$ cat src/rtl/bc_msg_sequencer.sv
// Bus-controller message sequencer in front of one Core_1553B instance.
// Runs a complete BC->RT or RT->BC message from a single command word.
// Data words are buffered locally so a message that draws no response
// can be replayed on the alternate bus.
module bc_msg_sequencer #(
   parameter int RESP_TIMEOUT = 1600,
   parameter int MAX_RETRY    = 1,
   parameter int TCNT_W       = 12
) (
   input  logic        APB_CLK,
   input  logic        APB_RESET,
   input  logic        start,
   input  logic [15:0] cmd_word,
   output logic        busy,
   output logic        done,
   output logic [1:0]  err_code,
   output logic [15:0] status_word,
   input  logic        src_valid,
   output logic        src_ready,
   input  logic [15:0] src_data,
   output logic        snk_valid,
   input  logic        snk_ready,
   output logic [15:0] snk_data,
   output logic        tx_wd,
   input  logic        tx_unfull,
   output logic [23:0] tx_data,
   output logic        rx_rd,
   input  logic        rx_unempty,
   input  logic [23:0] rx_data,
   output logic        bus_sel
);

   typedef enum logic [3:0] {
      S_IDLE, S_LOAD, S_TX_CMD, S_TX_DATA, S_WAIT_STAT,
      S_RX_DATA, S_FLUSH, S_DRAIN, S_DONE
   } state_t;

   state_t              state_q, state_d;
   logic [15:0]         cmd_q, cmd_d;
   logic [4:0]          idx_q, idx_d;
   logic [7:0]          retry_q, retry_d;
   logic                bus_sel_q, bus_sel_d;
   logic [1:0]          err_q, err_d;
   logic [15:0]         status_q, status_d;
   logic [TCNT_W-1:0]   tcnt_q, tcnt_d;

   logic [15:0]         buf_mem [32];
   logic                buf_we;
   logic [15:0]         buf_wdata;
   logic [15:0]         rd_word;
   logic                last_word;
   logic                timed_out;

   // idx 0..N-1 with N = 0 meaning 32: the 5-bit wrap of N-1 gives 31 for that case
   assign last_word = (idx_q == 5'(cmd_q[4:0] - 5'd1));
   assign timed_out = (tcnt_q == TCNT_W'(RESP_TIMEOUT));
   assign rd_word   = buf_mem[idx_q];

   assign busy        = (state_q != S_IDLE);
   assign done        = (state_q == S_DONE);
   assign err_code    = err_q;
   assign status_word = status_q;
   assign bus_sel     = bus_sel_q;

   // Message buffer write port; contents are not reset (RAM)
   always_ff @(posedge APB_CLK) begin
      if (buf_we) buf_mem[idx_q] <= buf_wdata;
   end

   // State and datapath registers
   always_ff @(posedge APB_CLK) begin
      if (APB_RESET) begin
         state_q   <= S_IDLE;
         cmd_q     <= '0;
         idx_q     <= '0;
         retry_q   <= '0;
         bus_sel_q <= 1'b0;
         err_q     <= 2'd0;
         status_q  <= '0;
         tcnt_q    <= '0;
      end else begin
         state_q   <= state_d;
         cmd_q     <= cmd_d;
         idx_q     <= idx_d;
         retry_q   <= retry_d;
         bus_sel_q <= bus_sel_d;
         err_q     <= err_d;
         status_q  <= status_d;
         tcnt_q    <= tcnt_d;
      end
   end

   // Next-state logic and handshake strobes
   always_comb begin
      state_d   = state_q;
      cmd_d     = cmd_q;
      idx_d     = idx_q;
      retry_d   = retry_q;
      bus_sel_d = bus_sel_q;
      err_d     = err_q;
      status_d  = status_q;
      tcnt_d    = tcnt_q;
      buf_we    = 1'b0;
      buf_wdata = src_data;
      src_ready = 1'b0;
      snk_valid = 1'b0;
      snk_data  = '0;
      tx_wd     = 1'b0;
      tx_data   = '0;
      rx_rd     = 1'b0;

      case (state_q)
         S_IDLE: begin
            if (start) begin
               cmd_d     = cmd_word;
               retry_d   = '0;
               bus_sel_d = 1'b0;
               err_d     = 2'd0;
               idx_d     = '0;
               state_d   = cmd_word[10] ? S_TX_CMD : S_LOAD;
            end
         end
         S_LOAD: begin
            src_ready = 1'b1;
            if (src_valid) begin
               buf_we    = 1'b1;
               buf_wdata = src_data;
               if (last_word) begin
                  idx_d   = '0;
                  state_d = S_TX_CMD;
               end else begin
                  idx_d = idx_q + 5'd1;
               end
            end
         end
         S_TX_CMD: begin
            if (tx_unfull) begin
               tx_wd   = 1'b1;
               tx_data = {7'd0, 1'b1, cmd_q};
               idx_d   = '0;
               tcnt_d  = '0;
               state_d = cmd_q[10] ? S_WAIT_STAT : S_TX_DATA;
            end
         end
         S_TX_DATA: begin
            if (tx_unfull) begin
               tx_wd   = 1'b1;
               tx_data = {7'd0, 1'b0, rd_word};
               if (last_word) begin
                  idx_d   = '0;
                  tcnt_d  = '0;
                  state_d = S_WAIT_STAT;
               end else begin
                  idx_d = idx_q + 5'd1;
               end
            end
         end
         S_WAIT_STAT, S_RX_DATA: begin
            // An arriving word takes priority over an expiring counter
            if (rx_unempty) begin
               rx_rd  = 1'b1;
               tcnt_d = '0;
               if (state_q == S_WAIT_STAT) begin
                  status_d = rx_data[15:0];
                  idx_d    = '0;
                  if (!rx_data[16] || rx_data[15:11] != cmd_q[15:11]) begin
                     err_d   = 2'd2;
                     state_d = S_DONE;
                  end else if (rx_data[10]) begin
                     err_d   = 2'd3;
                     state_d = S_DONE;
                  end else begin
                     state_d = cmd_q[10] ? S_RX_DATA : S_DONE;
                  end
               end else if (rx_data[16]) begin
                  err_d   = 2'd2;
                  state_d = S_DONE;
               end else begin
                  buf_we    = 1'b1;
                  buf_wdata = rx_data[15:0];
                  if (last_word) begin
                     idx_d   = '0;
                     state_d = S_DRAIN;
                  end else begin
                     idx_d = idx_q + 5'd1;
                  end
               end
            end else if (timed_out) begin
               if (int'(retry_q) < MAX_RETRY) begin
                  retry_d   = retry_q + 8'd1;
                  bus_sel_d = ~bus_sel_q;
                  state_d   = S_FLUSH;
               end else begin
                  err_d   = 2'd1;
                  state_d = S_DONE;
               end
            end else begin
               tcnt_d = tcnt_q + TCNT_W'(1);
            end
         end
         S_FLUSH: begin
            // Discard any late words from the failed attempt before resending
            if (rx_unempty) begin
               rx_rd = 1'b1;
            end else begin
               idx_d   = '0;
               state_d = S_TX_CMD;
            end
         end
         S_DRAIN: begin
            snk_valid = 1'b1;
            snk_data  = rd_word;
            if (snk_ready) begin
               if (last_word) begin
                  idx_d   = '0;
                  state_d = S_DONE;
               end else begin
                  idx_d = idx_q + 5'd1;
               end
            end
         end
         S_DONE: begin
            state_d = S_IDLE;
         end
         default: begin
            state_d = S_IDLE;
         end
      endcase
   end

endmodule
$ cat config.mk
export PLATFORM = sky130hd
export DESIGN_NAME = bc_msg_sequencer
export DESIGN_NICKNAME = d
export VERILOG_FILES = /design/src/rtl/bc_msg_sequencer.sv
export SDC_FILE = /design/constraint.sdc
export NUM_CORES = 1
export LEC_CHECK = 0
export CORE_MARGIN = 5
export CORE_UTILIZATION = 40
export DETAILED_ROUTE_END_ITERATION = 8
export GPL_TIMING_DRIVEN = 0
export HOLD_SLACK_MARGIN = 0.02
export SLEW_MARGIN = 25
export SYNTH_ARGS = -nofsm -noshare
export SYNTH_HDL_FRONTEND = slang
export SYNTH_SLANG_ARGS = --single-unit
$ cat constraint.sdc
create_clock -name APB_CLK -period 5.1 [get_ports APB_CLK]
set_input_delay 0.765 -clock APB_CLK [delete_from_list [all_inputs] [get_ports APB_CLK]]
set_output_delay 0.765 -clock APB_CLK [all_outputs]
set_load 0.02 [all_outputs]
# After elaboration in Yosys (flattened, before gate mapping)
# Memories as Yosys holds them, arrays and structs flattened. A register that Yosys moved wholly into a read port is not among the register bits.
# Index checks and enable logic that the tools add are counted.
# totals
reg_bits	64
latch_bits	0
ramBits	512
romBits	0
in_bits	63
out_inout_bits	65
wordCells	143
n_memories	1
# classes
addsub	4
multipliers	0
n_div	0
magnitude_cmp	1
eq_ne	31
shift	0
mux	80
bitwise	1
n_reduce_logical	17
# memory_table
memory	depth	width	rd	rd_ports_with_merged_regs	wr	line	text
buf_mem	32	16	1	1	1	47	logic [15:0] buf_mem [32];
# op_table
cell	count
two-way mux 16 bit	6
two-way mux 4 bit	18
two-way mux 12 bit	5
two-way mux 5 bit	12
one-hot mux 12 bit (3 select lines)	1
one-hot mux 5 bit (7 select lines)	1
one-hot mux 17 bit (2 select lines)	1
two-way mux 8 bit	4
one-hot mux 4 bit (7 select lines)	1
inequality test 2 bit, second input constant	13
two-way mux 2 bit	9
two-way mux 17 bit	1
== test 4 x 3 -> 1 bit, second input constant	4
two-way mux 1 bit	16
one-hot mux 8 bit (2 select lines)	1
adder 12 x 1 -> 12 bit, second input constant	1
== test 12 x 11 -> 1 bit, second input constant	1
inequality test 3 bit, second input constant	4
AND reduction 11 bit	1
inequality test 5 bit, second input constant	2
AND reduction 5 bit	2
AND reduction 9 bit	1
adder 8 x 1 -> 8 bit, second input constant	1
== test 4 x 2 -> 1 bit, second input constant	2
other kinds (24)	26

# Logic depth before layout (Yosys ltp)
# Gate-level depths: netlist (run 1).
# depth
depth_word	9
mapped_depth	9
depth_no_buf	8

# Worst setup path before layout (run 1)
# No wires, ideal clock.
# synth_path
path_type	input to register
from	input port rx_unempty
to	memory buf_mem[28][0] (enable)
setup_ns	0.388
arrival_ns	2.713
t_required_ns	4.712
slack_ns	1.999
stages	8
path_buffers	3
cell_sequence	buf_6 > nand4bb_1 > buf_2 > or3_1 > clkbuf_1 > nand2_1 > nand2_1 > nor2_1
# synth_between
elab_chain_len	4
# synth_lines
element	line	text
start: declaration	28	input logic rx_unempty,
two-way mux 1 bit	160	if (rx_unempty) begin
one-hot mux 1 bit (2 select lines)	112	case (state_q)
two-way mux 1 bit	67	if (buf_we) buf_mem[idx_q] <= buf_wdata;
two-way mux 1 bit (implied by the code)	67	
end: declaration	47	
# Every way passes these cells.

==> metrics.md, run 1 <==
| Metric | Value |
|---|---|
| Die Wd | `253 um` |
| CP max FO | `10` |
| Antenna Cells | `0` |
| Post-synth EDFFs | `512` |
| Syn avg cell area | `15.8 um^2` |
| Most common cell after layout, fill and taps aside | `edfxtp_1` |
| CP Depth | `8` |
| Max Buffers Root-to-Sink | `3` |
| Data arrival, critical path | `4180 ps` |
| CTS tree | `built` |
| Met2 Use GR | `30.9%` |
| Slowest CP cell | `a2111oi_1` |
| Clock Latency Late Sink | `approximately 630 ps` |
| Distinct cells, synth | `66` |
| Synth warn | `0` |
| HP Start | `APB_RESET` |
| Reg-to-reg endpoint | `buf_mem[6][4]` |
| Root Driver | `clkbuf_16` |
| Die Area | `approximately 64000 um^2` |
| Worst setup EP type | `output pin` |
| Top Ports | `~130` |
| CTS clock-pin slew for the worst setup and hold paths | `60 ps` |
| Commonest cells after routing, fill and taps aside | `edfxtp_1 (512), mux2i_1 (112), nand2_1 (111), clkdlybuf4s50_1 (111), dfxtp_1 (69)` |
| First-pass GRT wire length | `between 90 and 100 mm` |
| Syn-to-layout area delta | `20.3%` |
| Sequential fraction of the synthesis area | `71.0%` |
| Antenna violations before repair | `1` |
| RePlAce Congestion | `between 0.8 and 0.9` |
| Clock sinks | `between 500 and 600` |
| WP buf/inv | `4` |
| WS Path Type | `reg -> out` |
| NumNets Final | `~1800` |
| Final worst path period share | `97.0%` |
| Final setup viols | `0` |
| RSZ-0062 raised after global routing | `false` |
| Initial core utilization | `40.2%` |
| Sequence of cells on the critical path | `buf_2 > buf_2 > clkdlybuf4s15_2 > mux2i_1 > a2111oi_1 > nor4_4 > a211oi_1 > clkdlybuf4s50_1` |
| R2R Setup Slk | `about 1500 ps` |
| Wire per inst | `24.4 um` |
| Achievable frequency | `between 200 and 250 MHz` |
| Mapped cell area | `between 20000 and 25000 um^2` |
| Cts hold-fix bufs | `0` |
| Total power | `approximately 11 mW` |
| Hold Slack | `a little over 400 ps` |
| Max Slew Vio Count | `0` |
| Final HPWL DP | `between 40 and 50 mm` |
| Grt peak-use layer | `met2` |
| CP max stage delay | `about 730 ps` |
| Status | `finished clean` |
| Hold Path End | `state_q[2]` |
| Worst-Margin Slew | `approximately 900 ps` |
| Critical path's top delay family | `buffers and inverters` |
| CTS H-tree lvls | `2` |
| Site Rows | `between 80 and 90` |
| Core area | `about 60000 um^2` |
| Share of post-route cells with drive strength above 1 | `between 10% and 20%` |
| # Max-Cap Violations | `0` |
| Leakage | `around 8.7 nW` |
| Pwr/cell area | `395 nW/um^2` |
| Synth Register Bits | `roughly 580` |
| Worst Setup Start Kind | `flop` |
| R2R depth | `8` |
| Placed cell areas | `between 20000 and 30000 um^2` |
| Fill cell count | `4926` |
| Vias | `between 10000 and 15000` |
| DR vias/cell | `5.53` |
| Setup Skew | `15.5 ps` |
| Hold Crit Class | `in -> reg` |
| Post-route cell area | `28400 um^2` |
| Met3 GRT Util | `roughly 3.1%` |
| Fin. Hold Viols | `0` |
| Crit path time final | `4950 ps` |
| Pin count of the biggest net entering global routing | `33` |
| RR Startpoint | `state_q[1]` |
| Post-DRT Antenna Nets | `0` |
| Initial DRC count | `~1300` |
| Worst rel slew slack | `39.1%` |
| Worst IR drop on VDD | `just over 0.0003 V` |
| Drt total wl | `slightly above 60 mm` |
| Congestion Overflow GR | `0` |
| Grt met1 use | `26.4%` |
| PortBufs | `approximately 110` |
| Most used DFF post-synth | `edfxtp_1` |
| Util after Layout | `48.4%` |
| Chip height | `approximately 250 um` |
| Hold path depth | `2` |
| Most used cell, CP | `buf_2` |
| Overall routing resource usage | `about a fifth` |
| Place WS | `-152 ps` |
| # DRC | `0` |
| Vias in the first global route | `13976` |
| Num CTS Buffers | `between 50 and 60` |
| Setup ws final | `151 ps` |
| Required @ worst endpoint | `approximately 4300 ps` |
| DRT Pass-1 Iters | `7` |
| Post-synth ARST share | `0%` |
| Post-Syn Instances | `between 1000 and 1500` |
==> worst max-delay path by stage <==
stage	slack [ps]	endpoint
2_1_floorplan	2000	buf_mem[28][0]
3_3_place_gp	-280	tx_data[15]
3_5_place_dp	-150	tx_data[10]
4_1_cts	3	tx_data[12]
5_1_grt	20	tx_data[12]
6_report	150	tx_data[12]
==> worst reg2reg max path, cell delays in order, from the launching register on <==
cell and delay (ps):
dfxtp_1 300, clkbuf_1 190, nand4bb_1 230, buf_2 200
or3_1 390, clkbuf_1 300, nand2_1 250, nand2_1 480
nor2_2 910
==> area by class of cell <==
cell class / count / area, um^2 / area share (%)
Tap cell: 773 / 967 / 3.41
Buffer: 93 / 453 / 1.60
Sequential cell: 581 / 16800 / 59.0
Inverter: 17 / 63.8 / 0.225
Clock inverter: 45 / 503 / 1.77
Clock buffer: 63 / 1480 / 5.22
Timing Repair Buffer: 140 / 1510 / 5.30
Multi-Input combinational cell: 811 / 6650 / 23.4
==> where the power goes <==
group	total, mW	switching, mW	internal, mW
Clock	4.45	1.85	2.60
Sequential	5.31	0.0516	5.26
Combinational	1.45	0.908	0.538
Total	11.2	2.81	8.40
==> per-stage QoR <==
step,TNS [ps],cells
global placement,-1840,2387
global route,0,2523
finish,0,2523
CTS,0,2522
detailed placement,-533,2415
floorplan,0,1503
==> routing by layer <==
metal / up-vias / wire length (um)
met1: 7087 / 26200
met2: 508 / 29500
met4: 0 / 1450
li1: 6258 / -
met5: - / 0
met3: 93 / 4460
==> state kept, by name, summed over array words and instances (netlist names), 2 cells and up, named ones only <==
| signal | cells |
|---|---|
| idx_q | 5 |
| buf_mem | 512 |
| tcnt_q | 12 |
| cmd_q | 16 |
| retry_q | 8 |
| err_code | 2 |
| status_word | 16 |
| state_q | 4 |
==> cell families after synthesis <==
family / share of synthesized area (%)
multiplexers: 11.6
XOR/XNOR: 0.557
AND/OR/NAND/NOR: 7.42
AO/OA/AOI/OAI: 6.80
other: 0.0159
adder cells (fa/ha/maj): 0.477
flip-flops: 71.0
buffers and inverters: 2.08
==> what timing repair did <==
action,in CTS,in global routing
pin swaps,0,1
endpoints found under the setup margin,32,18
gates resized for setup,52,20
buffers inserted,0,1
==> cells in the mapped netlist (all sizes together), types with 2 or more instances <==
cell type | instances | area, um^2
a22oi | 49 | 368
nor4 | 17 | 106
ha | 9 | 113
buf | 39 | 215
and2 | 4 | 27.5
nand4 | 5 | 31.3
nor3 | 9 | 45.0
and3 | 6 | 37.5
nand4bb | 2 | 22.5
nand3b | 8 | 60.1
o32ai | 3 | 26.3
a21oi | 55 | 275
xor2 | 6 | 52.6
or4 | 3 | 22.5
a2111oi | 17 | 150
o211ai | 2 | 15.0
or3 | 6 | 40.0
o41ai | 2 | 17.5
clkbuf | 54 | 203
a311oi | 2 | 17.5
o31ai | 2 | 15.0
nand4b | 2 | 17.5
xnor2 | 9 | 78.8
or4b | 2 | 23.8
inv | 16 | 60.1
edfxtp | 512 | 15400
o311ai | 4 | 35.0
nand2 | 111 | 417
nand2b | 7 | 43.8
nor3b | 3 | 33.8
o21ai | 30 | 150
mux4 | 64 | 1440
nor4b | 2 | 17.5
mux2i | 112 | 1120
a22o | 16 | 140
a21boi | 2 | 15.0
o21a | 4 | 30.0
dfxtp | 69 | 1380
mux2 | 16 | 180
nand3 | 16 | 80.1
nor2 | 97 | 364
or2 | 2 | 12.5
a211oi | 37 | 278
nor2b | 50 | 313
No activity file was read; power rests on OpenSTA's default activity.
==> run 2, diff against run 1 <==
--- a/config.mk
+++ b/config.mk
@@ -5,6 +5,7 @@
 export SDC_FILE = /design/constraint.sdc
 export NUM_CORES = 1
 export LEC_CHECK = 0
+export CAP_MARGIN = 25
 export CORE_MARGIN = 5
 export CORE_UTILIZATION = 40
 export DETAILED_ROUTE_END_ITERATION = 8
==> constraint.sdc (replaced) <==
create_clock -name APB_CLK -period 4.9 [get_ports APB_CLK]
set_input_delay 0.98 -clock APB_CLK [delete_from_list [all_inputs] [get_ports APB_CLK]]
set_output_delay 0.98 -clock APB_CLK [all_outputs]
set_load 0.02 [all_outputs]
==> run 2 against run 1 <==
Compared with the run above:
- final area grew 0.65%
- clock power grew 4%
- register-to-register slack lost 210 ps
- sequential share of layout area shrank 0.37 points
- critical path depth grew 2
- non-clock buffer count is the same
- core utilization grew 0.32 points
- critical endpoint is now tx_data[13]
==> metrics.md, run 2 (same netlist as run 1, synthesis figures left out) <==
| Metric | Value |
|---|---|
| Status | `finished clean` |
| NumNets Final | `1773 (unchanged)` |
| Site Rows | `89 (unchanged)` |
| Worst setup EP type | `output pin` |
| Pwr/cell area | `410 nW/um^2 (+3.8%)` |
| Slowest CP cell | `clkdlybuf4s50_1` |
| PortBufs | `111 (unchanged)` |
| Die Wd | `253 um (unchanged)` |
| # Max-Cap Violations | `0 (unchanged)` |
| Hold Crit Class | `reg -> reg` |
| Achievable frequency | `just over 200 MHz` |
| DR vias/cell | `5.52 (-0.20%)` |
| Vias | `13923 (-0.16%)` |
| Initial DRC count | `1255 (-5.3%)` |
| Max Slew Vio Count | `0 (unchanged)` |
| CTS tree | `built` |
| Worst-Margin Slew | `890 ps (-23.1 ps)` |
| Max Buffers Root-to-Sink | `3 (unchanged)` |
| Chip height | `253 um (unchanged)` |
| WS Path Type | `reg -> out` |
| Worst IR drop on VDD | `0.000329 V (+5.5%)` |
| Max reg flops | `512 (unchanged)` |
| Setup Skew | `16.9 ps (+1.40 ps)` |
| Fin. Hold Viols | `0 (unchanged)` |
| Aggregate negative setup slack | `0 ps (unchanged)` |
| Worst rel slew slack | `39.9% (+0.83 points)` |
| RSZ-0062 raised after global routing | `true` |
| CP max FO | `10 (unchanged)` |
| Congestion Overflow GR | `0 (unchanged)` |
| Sequence of cells on the critical path | `buf_4 > buf_2 > buf_4 > mux2i_1 > a22oi_2 > nand2_1 > o21ai_1 > nor4_2 > a211oi_1 > clkdlybuf4s50_1` |
| # DRC | `0 (unchanged)` |
| Post-DRT Antenna Nets | `0 (unchanged)` |
| Wire per inst | `24.4 um (-0.10%)` |
| Placed cell areas | `26200 um^2 (unchanged)` |
| Drt total wl | `61.6 mm (about the same)` |
| Place WS | `-567 ps (-415 ps)` |
| Leakage | `8.77 nW (+1.2%)` |
| Pin count of the biggest net entering global routing | `33 (unchanged)` |
| Commonest cells after routing, fill and taps aside | `edfxtp_1 (512), mux2i_1 (112), nand2_1 (111)` |
| Final worst path period share | `approximately 99%` |
| Worst Setup Start Kind | `flop` |
| Data arrival, critical path | `3860 ps (-320 ps)` |
| Util after Layout | `48.7% (+0.32 points)` |
| RePlAce Congestion | `0.893 (unchanged)` |
| First-pass GRT wire length | `90.5 mm (about the same)` |
| Top Ports | `128 (unchanged)` |
| Overall routing resource usage | `18.8% (about the same)` |
| Antenna violations before repair | `1 (unchanged)` |
| Core area | `58700 um^2 (unchanged)` |
| Most common cell after layout, fill and taps aside | `edfxtp_1` |
| RR Startpoint | `state_q[2]` |
| Crit path time final | `just under 5000 ps` |
| Clock Latency Late Sink | `630 ps (about the same)` |
| Hold Slack | `458 ps (+54.9 ps)` |
| Total power | `11.7 mW (+4.4%)` |
| CTS clock-pin slew for the worst setup and hold paths | `70 ps (about the same)` |
| Vias in the first global route | `13994 (+0.13%)` |
| CP max stage delay | `700 ps (-30 ps)` |
| Root Driver | `clkbuf_16` |
| Syn-to-layout area delta | `21.1%` |
| Post-route cell area | `28600 um^2 (+0.65%)` |
| Final setup viols | `0 (unchanged)` |
| Final std cells w/o fill | `2524 (+0.040%)` |
| Num CTS Buffers | `57 (unchanged)` |
| Die Area | `63900 um^2 (unchanged)` |
| CTS H-tree lvls | `2 (unchanged)` |
| Post-Place Cells | `2415 (unchanged)` |
| WP buf/inv | `4 (unchanged)` |
| Final HPWL DP | `41.7 mm (unchanged)` |
| DRT Pass-1 Iters | `5 (-2)` |
| Clock sinks | `581 (unchanged)` |
| HP Start | `status_word[2]` |
| Critical path's top delay family | `buffers and inverters` |
| Share of post-route cells with drive strength above 1 | `19.1% (+1.5 points)` |
| Required @ worst endpoint | `3920 ps (-420 ps)` |
| Most used cell, CP | `buf_4` |
| Initial core utilization | `40.2% (unchanged)` |
| Setup ws final | `60.8 ps (-90.4 ps)` |
| Cts hold-fix bufs | `0 (unchanged)` |
| Reg with most FFs | `buf_mem` |
run 2: routing by layer:
| layer | vias to the layer above | wire, um | global-route usage (%) |
|---|---|---|---|
| met5 | - | 0 | 0 |
| li1 | 6260 | - | - |
| met1 | 7077 | 26200 | 26.3 |
| met4 | 0 | 1440 | 4.78 |
| met2 | 493 | 29600 | 31.0 |
| met3 | 93 | 4350 | 3.10 |
run 2: area by class of cell:
cell class                      count  area (um^2)
Clock buffer                       63         1480
Sequential cell                   581        16800
Antenna cell                        1         2.50
Buffer                             93          493
Inverter                           17         63.8
Fill cell                        4908        30100
Timing Repair Buffer              140         1510
Clock inverter                     45          503
Tap cell                          773          967
Multi-Input combinational cell    811         6790
run 2: power breakdown:
| group | switching (mW) | leakage [nW] | total (mW) | internal, mW |
|---|---|---|---|---|
| Sequential | 0.0537 | 5.16 | 5.52 | 5.47 |
| Clock | 1.92 | 0.959 | 4.63 | 2.71 |
| Combinational | 0.965 | 2.65 | 1.54 | 0.577 |
| Total | 2.94 | 8.77 | 11.7 | 8.76 |
run 2: repair_timing:
item	4_1_cts	5_1_grt
setup buffers	0	1
pin swaps	0	1
endpoints found under the setup margin	32	20
resized for setup	87	49
run 2: tightest hold or removal path, delay by kind of cell (launching register included):
kind | cells | cell delay (ps)
flops | 1 | 310
simple gates | 1 | 50
compound gates | 1 | 50
run 2: path summary, 6_finish.rpt:
path                         end  slack [ps]  cells past startpoint
hold reg to reg   status_word[2]         460                      2
setup / recovery     tx_data[13]          60                     10
hold / removal    status_word[2]         460                      2
setup reg to reg  buf_mem[6][14]        1260                      8
==> run 3, diff against run 2 <==
--- a/config.mk
+++ b/config.mk
@@ -6,11 +6,11 @@
 export NUM_CORES = 1
 export LEC_CHECK = 0
 export CAP_MARGIN = 25
-export CORE_MARGIN = 5
-export CORE_UTILIZATION = 40
+export CORE_UTILIZATION = 59
 export DETAILED_ROUTE_END_ITERATION = 8
 export GPL_TIMING_DRIVEN = 0
 export HOLD_SLACK_MARGIN = 0.02
+export PLACE_DENSITY = 0.79
 export SLEW_MARGIN = 25
 export SYNTH_ARGS = -nofsm -noshare
 export SYNTH_HDL_FRONTEND = slang
==> run 3 against run 2 <==
Compared with the run above:
- sequential power hardly changed
- final area is 2.1% lower
- via count is 5.4% higher
- critical path depth is 1 lower
- total power is 1.6% lower
- register-to-register slack better by 90 ps
- critical endpoint is now tx_data[14]
- largest power group unchanged
==> metrics.md, run 3 (same netlist as run 1, synthesis figures left out) <==
| Metric | Value |
|---|---|
| HP Start | `status_word[5]` |
| Die Wd | `202 um (-20%)` |
| Vias | `14668 (+5.4%)` |
| Worst setup EP type | `output pin` |
| RSZ-0062 raised after global routing | `false` |
| Antenna Cells | `0 (-1)` |
| Max Slew Vio Count | `0 (unchanged)` |
| Congestion Overflow GR | `0 (unchanged)` |
| Site Rows | `72 (-19%)` |
| DR vias/cell | `6.51 (+18%)` |
| Post-DRT Antenna Nets | `0 (unchanged)` |
| RePlAce Congestion | `0.933 (+4.6%)` |
| PortBufs | `111 (unchanged)` |
| Initial DRC count | `1711 (+36%)` |
| Max reg flops | `512 (unchanged)` |
| Antenna violations before repair | `3 (+2)` |
| DRT Pass-1 Iters | `7 (+2)` |
| Achievable frequency | `208 MHz (+0.67%)` |
| Root Driver | `clkbuf_16` |
| Hold Crit Class | `reg -> reg` |
| Worst rel slew slack | `34.4% (-5.5 points)` |
| CTS H-tree lvls | `2 (unchanged)` |
| Top Ports | `128 (unchanged)` |
| Status | `finished clean` |
| First-pass GRT wire length | `92.9 mm (+2.7%)` |
| Vias in the first global route | `14706 (+5.1%)` |
| Num CTS Buffers | `56 (-1.8%)` |
| NumNets Final | `1760 (-0.73%)` |
| Crit path time final | `4810 ps (-32.4 ps)` |
| Fill cell count | `2349 (-52%)` |
| Data arrival, critical path | `3830 ps (-30 ps)` |
| Util after Layout | `71.7% (+23 points)` |
| # Max-Cap Violations | `0 (unchanged)` |
| Die Area | `40800 um^2 (-36%)` |
| Cts hold-fix bufs | `0 (unchanged)` |
| Required @ worst endpoint | `3920 ps (about the same)` |
| Total power | `11.5 mW (-1.6%)` |
| Syn-to-layout area delta | `18.5%` |
| Setup Skew | `39.2 ps (+22.3 ps)` |
| Worst Setup Start Kind | `flop` |
| Clock Latency Late Sink | `640 ps (about the same)` |
| Most common cell after layout, fill and taps aside | `edfxtp_1` |
| Commonest cells after routing, fill and taps aside | `edfxtp_1 (512), mux2i_1 (112), nand2_1 (111), clkdlybuf4s50_1 (111), dfxtp_1 (68)` |
| Worst-Margin Slew | `982 ps (+92.7 ps)` |
| Drt total wl | `63.3 mm (+2.8%)` |
| Wire per inst | `28.1 um (+15%)` |
| Final worst path period share | `98.1% (-0.66 points)` |
| Chip height | `202 um (-20%)` |
| CTS clock-pin slew for the worst setup and hold paths | `60 ps (about the same)` |
| CTS tree | `built` |
| Share of post-route cells with drive strength above 1 | `17.8% (-1.3 points)` |
| Leakage | `8.58 nW (-2.2%)` |
| Final setup viols | `0 (unchanged)` |
| Pin count of the biggest net entering global routing | `33 (unchanged)` |
| RR Startpoint | `state_q[1]` |
| Pwr/cell area | `412 nW/um^2 (+0.52%)` |
| Fin. Hold Viols | `0 (unchanged)` |
| Overall routing resource usage | `31.2% (+12 points)` |
| Reg with most FFs | `buf_mem` |
| Initial core utilization | `60.5% (+20 points)` |
| Post-Place Cells | `2143 (-11%)` |
| Final std cells w/o fill | `2253 (-11%)` |
| Clock sinks | `581 (unchanged)` |
| WS Path Type | `reg -> out` |
| Max Buffers Root-to-Sink | `3 (unchanged)` |
| # DRC | `0 (unchanged)` |
| CP max FO | `10 (unchanged)` |
| Worst IR drop on VDD | `0.000360 V (+9.6%)` |
| Final HPWL DP | `39.5 mm (-5.3%)` |
| Core area | `39000 um^2 (-34%)` |
run 3: cell count changes in the layout (fill, tap and decap cells not counted), sizes merged:
cell           delta
diode             -1
clkinvlp          -3
dlymetal6s2s      -2
inv               -2
bufinv            -4
clkdlybuf4s50     +2
buf               -8
clkinv            -4
clkbuf            +6
run 3: path summary, 6_finish.rpt:
kind               endpoint  slack, ps  cells after the start
max reg2reg  buf_mem[3][11]       1350                      8
min          status_word[5]        460                      2
min reg2reg  status_word[5]        460                      2
max             tx_data[14]         90                      9
run 3: what timing repair did:
| item | CTS | global route |
|---|---|---|
| setup endpoints to repair | 32 | 18 |
| gates resized for setup | 86 | 20 |
| cloned | 0 | 0 |
| setup buffers | 6 | 0 |
| pin swaps | 6 | 0 |
run 3: cell type report:
cell class | count | area [um^2] | area share (%)
Clock inverter | 32 | 359 | 1.28
Inverter | 17 | 63.8 | 0.228
Timing Repair Buffer | 128 | 1290 | 4.62
Clock buffer | 73 | 1540 | 5.50
Multi-Input combinational cell | 811 | 6800 | 24.3
Sequential cell | 581 | 16800 | 59.9
Buffer | 93 | 499 | 1.79
Tap cell | 518 | 648 | 2.32
run 3: critical path, stage by stage, from the launching register on:
cell             delay [ps]
dfxtp_1                 460
buf_6                   240
buf_6                   240
mux4_2                  560
a22oi_1                 290
o21ai_0                 250
nor4_2                  320
buf_4                   190
a211oi_1                 80
clkdlybuf4s50_1         580
run 3: metrics by stage:
stage | area [um^2] | setup TNS [ps] | worst slack, ps | hold WS, ps
after detailed placement | 25600 | -2460 | -357 | 448
final | 28000 | 0 | 93.2 | 457
after global placement | 25400 | -8680 | -891 | 442
after CTS | 27900 | 0 | 1.02 | 455
after floorplan | 23600 | 0 | 1580 | 436
after global routing | 28000 | 0 | 17.9 | 475
run 3: layer usage:
metal  GRT usage (%)  vias up  part of all wire (%)
li1                -     6205                     -
met1            40.8     7383                    37
met2            52.1      921                    50
met3            5.11      155                   8.8
met4            13.4        4                   3.8
met5               0        -                 0.043
run 3: where the power goes:
| part | leakage [nW] | switching [mW] | internal, mW |
|---|---|---|---|
| combinational | 2.50 | 0.944 | 0.589 |
| clock | 0.918 | 1.91 | 2.54 |
| sequential | 5.16 | 0.0592 | 5.47 |
| total | 8.58 | 2.91 | 8.60 |
